<file path="config.mk">
export PLATFORM = sky130hd
export DESIGN_NAME = hex_digit_packer
export DESIGN_NICKNAME = d
export VERILOG_FILES = /design/src/rtl/hex_digit_packer.sv
export SDC_FILE = /design/constraint.sdc
export NUM_CORES = 1
export LEC_CHECK = 0
export ABC_CLOCK_PERIOD_IN_PS = 2600
export CORE_MARGIN = 2
export CORE_UTILIZATION = 49
export DETAILED_ROUTE_END_ITERATION = 8
export GPL_ROUTABILITY_DRIVEN = 0
export PLACE_DENSITY = 0.88
export SYNTH_ARGS = -nofsm -noshare
export SYNTH_HDL_FRONTEND = slang
export SYNTH_SLANG_ARGS = --single-unit
</file>
<file path="constraint.sdc">
create_clock -name clk -period 2.6 [get_ports clk]
set_input_delay 0.26 -clock clk [delete_from_list [all_inputs] [get_ports clk]]
set_output_delay 0.26 -clock clk [all_outputs]
set_load 0.005 [all_outputs]
</file>
<file path="src/rtl/hex_digit_packer.sv">
// -----------------------------------------------------------------------------
// hex_digit_packer
//
// Builds a 4*DIGITS-bit hex word one digit at a time from debounced keypad or
// switch requests. This is the inverse of the display nibble selector. The
// working word drives the display path live. A commit copies it into a
// committed word and pulses outValid for one cycle.
//
// Ports
//   clk       in   system clock, rising edge
//   reset     in   asynchronous, active-high reset
//   digVal    in   [3:0] hex digit to enter
//   digEn     in   enter-digit request (level, acts on rising edge)
//   bspEn     in   backspace request   (level, acts on rising edge)
//   clrEn     in   clear request       (level, acts on rising edge)
//   commitEn  in   commit request      (level, acts on rising edge)
//   workVal   out  [4*DIGITS-1:0] live working word, newest digit in [3:0]
//   outVal    out  [4*DIGITS-1:0] last committed word
//   digCount  out  [3:0] digits currently entered, 0..DIGITS
//   full      out  digCount == DIGITS
//   ovf       out  sticky: digit entry attempted while full
//   outValid  out  one-cycle pulse on commit
// -----------------------------------------------------------------------------
module hex_digit_packer #(
    parameter int DIGITS = 8
) (
    input  logic                  clk,
    input  logic                  reset,
    input  logic [3:0]            digVal,
    input  logic                  digEn,
    input  logic                  bspEn,
    input  logic                  clrEn,
    input  logic                  commitEn,
    output logic [4*DIGITS-1:0]   workVal,
    output logic [4*DIGITS-1:0]   outVal,
    output logic [3:0]            digCount,
    output logic                  full,
    output logic                  ovf,
    output logic                  outValid
);

    localparam int         W       = 4 * DIGITS;
    localparam logic [3:0] DIG_MAX = 4'(DIGITS);

    // Edge-detect history. These clear on reset, so a request that is held
    // high through reset release is seen as a fresh edge on the first clock.
    logic dig_hist_q, bsp_hist_q, clr_hist_q, commit_hist_q;

    logic [W-1:0] work_q, work_d;
    logic [W-1:0] out_q,  out_d;
    logic [3:0]   cnt_q,  cnt_d;
    logic         ovf_q,  ovf_d;
    logic         vld_q,  vld_d;

    // Raw rising-edge events.
    logic dig_ev, bsp_ev, clr_ev, commit_ev;

    // Events after priority resolution. Only one of these is ever high.
    logic do_clr, do_commit, do_bsp, do_dig;

    assign dig_ev    = digEn    & ~dig_hist_q;
    assign bsp_ev    = bspEn    & ~bsp_hist_q;
    assign clr_ev    = clrEn    & ~clr_hist_q;
    assign commit_ev = commitEn & ~commit_hist_q;

    // Priority is clr > commit > bsp > digit. Lower-priority events that
    // arrive on the same edge are dropped, not queued. Their history still
    // updates, so they do not fire on a later edge.
    assign do_clr    = clr_ev;
    assign do_commit = commit_ev & ~clr_ev;
    assign do_bsp    = bsp_ev    & ~clr_ev & ~commit_ev;
    assign do_dig    = dig_ev    & ~clr_ev & ~commit_ev & ~bsp_ev;

    assign full = (cnt_q == DIG_MAX);

    always_comb begin
        work_d = work_q;
        out_d  = out_q;
        cnt_d  = cnt_q;
        ovf_d  = ovf_q;
        vld_d  = 1'b0;

        if (do_clr) begin
            work_d = '0;
            cnt_d  = 4'd0;
            ovf_d  = 1'b0;
        end else if (do_commit) begin
            // A commit with nothing entered is legal. It commits zero and
            // still pulses.
            out_d  = work_q;
            vld_d  = 1'b1;
            work_d = '0;
            cnt_d  = 4'd0;
            ovf_d  = 1'b0;
        end else if (do_bsp) begin
            // Drop the newest digit. Zero shifts into the top nibble.
            // ovf is deliberately left alone.
            if (cnt_q != 4'd0) begin
                work_d = work_q >> 4;
                cnt_d  = cnt_q - 4'd1;
            end
        end else if (do_dig) begin
            if (cnt_q < DIG_MAX) begin
                // Shift-and-insert. This form stays legal when DIGITS == 1,
                // where a part-select of the lower bits would be empty.
                work_d = (work_q << 4) | W'(digVal);
                cnt_d  = cnt_q + 4'd1;
            end else begin
                ovf_d  = 1'b1;
            end
        end
    end

    always_ff @(posedge clk or posedge reset) begin
        if (reset) begin
            dig_hist_q    <= 1'b0;
            bsp_hist_q    <= 1'b0;
            clr_hist_q    <= 1'b0;
            commit_hist_q <= 1'b0;
            work_q        <= '0;
            out_q         <= '0;
            cnt_q         <= 4'd0;
            ovf_q         <= 1'b0;
            vld_q         <= 1'b0;
        end else begin
            dig_hist_q    <= digEn;
            bsp_hist_q    <= bspEn;
            clr_hist_q    <= clrEn;
            commit_hist_q <= commitEn;
            work_q        <= work_d;
            out_q         <= out_d;
            cnt_q         <= cnt_d;
            ovf_q         <= ovf_d;
            vld_q         <= vld_d;
        end
    end

    assign workVal  = work_q;
    assign outVal   = out_q;
    assign digCount = cnt_q;
    assign ovf      = ovf_q;
    assign outValid = vld_q;

endmodule
</file>
==> results.cfg <==
[status]
status = finished clean

[power]
finalPower_mw = 2.63
cellPowerDensity_nw_per_um2 = 606
cellLeakagePower_nw = 1.97
ir_worst_vdd_uv = 427

[grt]
grt_pass1_wl_um = 12200
grt_overflow = 0
grt_pass1_vias = 2374
met2_usage_pct = 35.1
busiest_layer = met2
grt_use_met3_pct = 6.00
antenna_found_initial = 0
grt_util_met1_pct = 28.4
grt_usage_pct = 22.0
grt_max_degree = 29

[detailed_routing]
via_per_inst = 5.66
totalWireLength_um = 7500
firstDrtPassIters = 4
ant_nets = 0
wl_per_cell_um = 19.1
vias = 2224
drtIter0Drc = 58
drc = 0

[finish]
areaGrowthSynthToFinish_pct = 36.1
antenna_cells = 0
fin_util_pct = 68.6
nFillCells = 466
fin_area_um2 = 4330
final_layout_size_suffix_gt1_share_pct = 22.2
instances_no_fill = 393
nets = 324

[timing]
relSlewSlack_pct = 62.8
grt_setup_unrepaired = false
worstMarginPinSlew_ps = 544
finalCritPeriodShare_pct = 93.4
report.final.slew_viol_count = 0
fmax_mhz = 412
hold_viol = 0
finalSetupViolations = 0
period_minus_slack_ps = 2430
worst_slack_ps = 172
finalClockSkew_ps = 7.59

[placed_design]
dp_slack_ps = -190
place_inst = 377
io_buffers = 80
placed_area_um2 = 4110
post-dp-hpwl_um = 5040

[logic_synthesis]
yosys_warnings = 0
syn_inst = 220
seq_area_frac_synth_pct = 58.2
synth_cell_type_count = 32
syn_area_um2 = 3180
synth_nets = 233
ys_seq_elements = 74
syn_avg_cell_area_um2 = 14.5

[floorplanning]
die_width_um = 84.6
die_area_um2 = 7160
rows = 29
design.core.area_um2 = 6310
start_util_pct = 50.4
die_h_um = 84.6
pin_count = 81

[cts]
clk_path_buf_depth = 2
cts_buffers = 9
clkSinkCount = 74
cts_tree = built
worstSkewPairLatency_ps = 350
cts.htree.levels = 3
clk_pin_slew_worst_paths_ps = 80
cts_hold_buf = 0
post-cts-setup-buffers = 0
cts_resized = 0
ctsRootBufferMaster = clkbuf_8

[run]
max_cap_violations = 0

[worst_setup_path]
path_delay_family = compound AO/OA/AOI/OAI gates
crit_slowest_cell = a2111oi_0
cp_cell_sequence = clkdlybuf4s50_1 -> nor2b_1 -> nor2_1 -> nand2_1 -> inv_1 -> ha_1 -> nand2_1 -> a2111oi_0 -> nor2_1 -> a221o_1
cp.arrival_ps = 2670
path_class = in -> reg
critPathCaptureType = register
path_buf_inv = 2
slowest_delay_ps = 540
cp-start-kind = input pin
worstPathRequired_ps = 2840
cp_max_fo = 3

[min_path]
hold_class = in -> async
final cells by class:
class                           instances  area (um2)  area share [%]
Tap cell                               77        96.3            2.22
Sequential cell                        74        1850            42.7
Timing Repair Buffer                   93         911            21.0
Clock inverter                          7         103            2.37
Multi-Input combinational cell        131        1240            28.6
Inverter                                2        7.51           0.173
Clock buffer                            9         124            2.86
path summary, 6_finish.rpt:
kind	endpoint	startpoint	slack [ps]	depth (start not counted)
setup / recovery	digCount[3]	clrEn	170	10
max in group asynchronous	workVal[28]	reset	1610	3
setup reg to reg	digCount[3]	clr_hist_q	200	9
hold / removal	outVal[19]	reset	270	2
min in group clk	dig_hist_q	digEn	390	1
hold reg to reg	outVal[31]	outVal[31]	510	1
power breakdown:
group,internal (mW),switching [mW],total (mW)
Clock,0.548,0.453,1.00
Combinational,0.193,0.188,0.381
Sequential,1.19,0.0503,1.24
per-stage QoR:
step / TNS, ps / hold slack (ps)
after floorplan: 0 / 291
after global placement: -13.2 / 487
after detailed placement: -190 / 494
after CTS: 0 / 274
after global routing: 0 / 320
final: 0 / 268
synthesized netlist by cell type, drive strengths merged:
cell	count	share of area (%)
dfrtp	74	58
mux2	32	11
mux2i	28	8.8
o2bb2ai	28	7.7
buf	12	2.8
nor2	7	1.1
nand2	5	0.82
a32o	4	1.3
nand2b	4	1.0
ha	3	1.2
xnor2	3	0.83
a22o	2	0.55
and2	2	0.39
inv	2	0.24
nor2b	2	0.39
nor3b	2	0.47
a2111oi	1	0.28
a21oi	1	0.16
a221o	1	0.31
a221oi	1	0.83
a31o	1	0.28
a41oi	1	0.28
and2b	1	0.24
clkbuf	1	0.12
nor3	1	0.16
o2111a	1	0.35
registers in the layout (all words and copies together), names as in the netlist:
| register | flops |
|---|---|
| digCount | 4 |
| ovf | 1 |
| outVal | 32 |
| commit_hist_q | 1 |
| dig_hist_q | 1 |
| clr_hist_q | 1 |
| outValid | 1 |
| bsp_hist_q | 1 |
| workVal | 32 |
kinds of logic after synthesis:
family,Yosys count,share of synthesized area [%]
AOI/OAI and AO/OA,41,12.1
adders and majority gates,3,1.18
and+or+nand+nor,24,4.56
xor gates and xnor gates,3,0.825
muxes,60,20.1
buffers and inverters,15,3.10
DFF,74,58.2
placed cells by master, fill, tap and decap left out, drive strengths merged:
| master | count |
|---|---|
| xnor2 | 3 |
| nand2b | 4 |
| nor3b | 2 |
| a221oi | 1 |
| nand2 | 5 |
| mux2 | 32 |
| clkdlybuf4s50 | 80 |
| o2111a | 1 |
| nor2b | 2 |
| dfrtp | 74 |
| nor2 | 7 |
| a22o | 2 |
| and2 | 2 |
| nor3 | 1 |
| a21oi | 1 |
| a41oi | 1 |
| a31o | 1 |
| ha | 3 |
| a221o | 1 |
| and2b | 1 |
| o2bb2ai | 28 |
| a32o | 4 |
| clkinvlp | 1 |
| clkbuf | 9 |
| mux2i | 28 |
| clkinv | 3 |
| inv | 3 |
| buf | 13 |
| a2111oi | 1 |
| bufinv | 2 |
routing by layer:
metal,vias up,share of wire (%)
met2,83,49
met1,1125,43
met5,-,0
met4,0,2.0
li1,1002,-
met3,14,5.9
No activity file was read; power rests on OpenSTA's default activity.
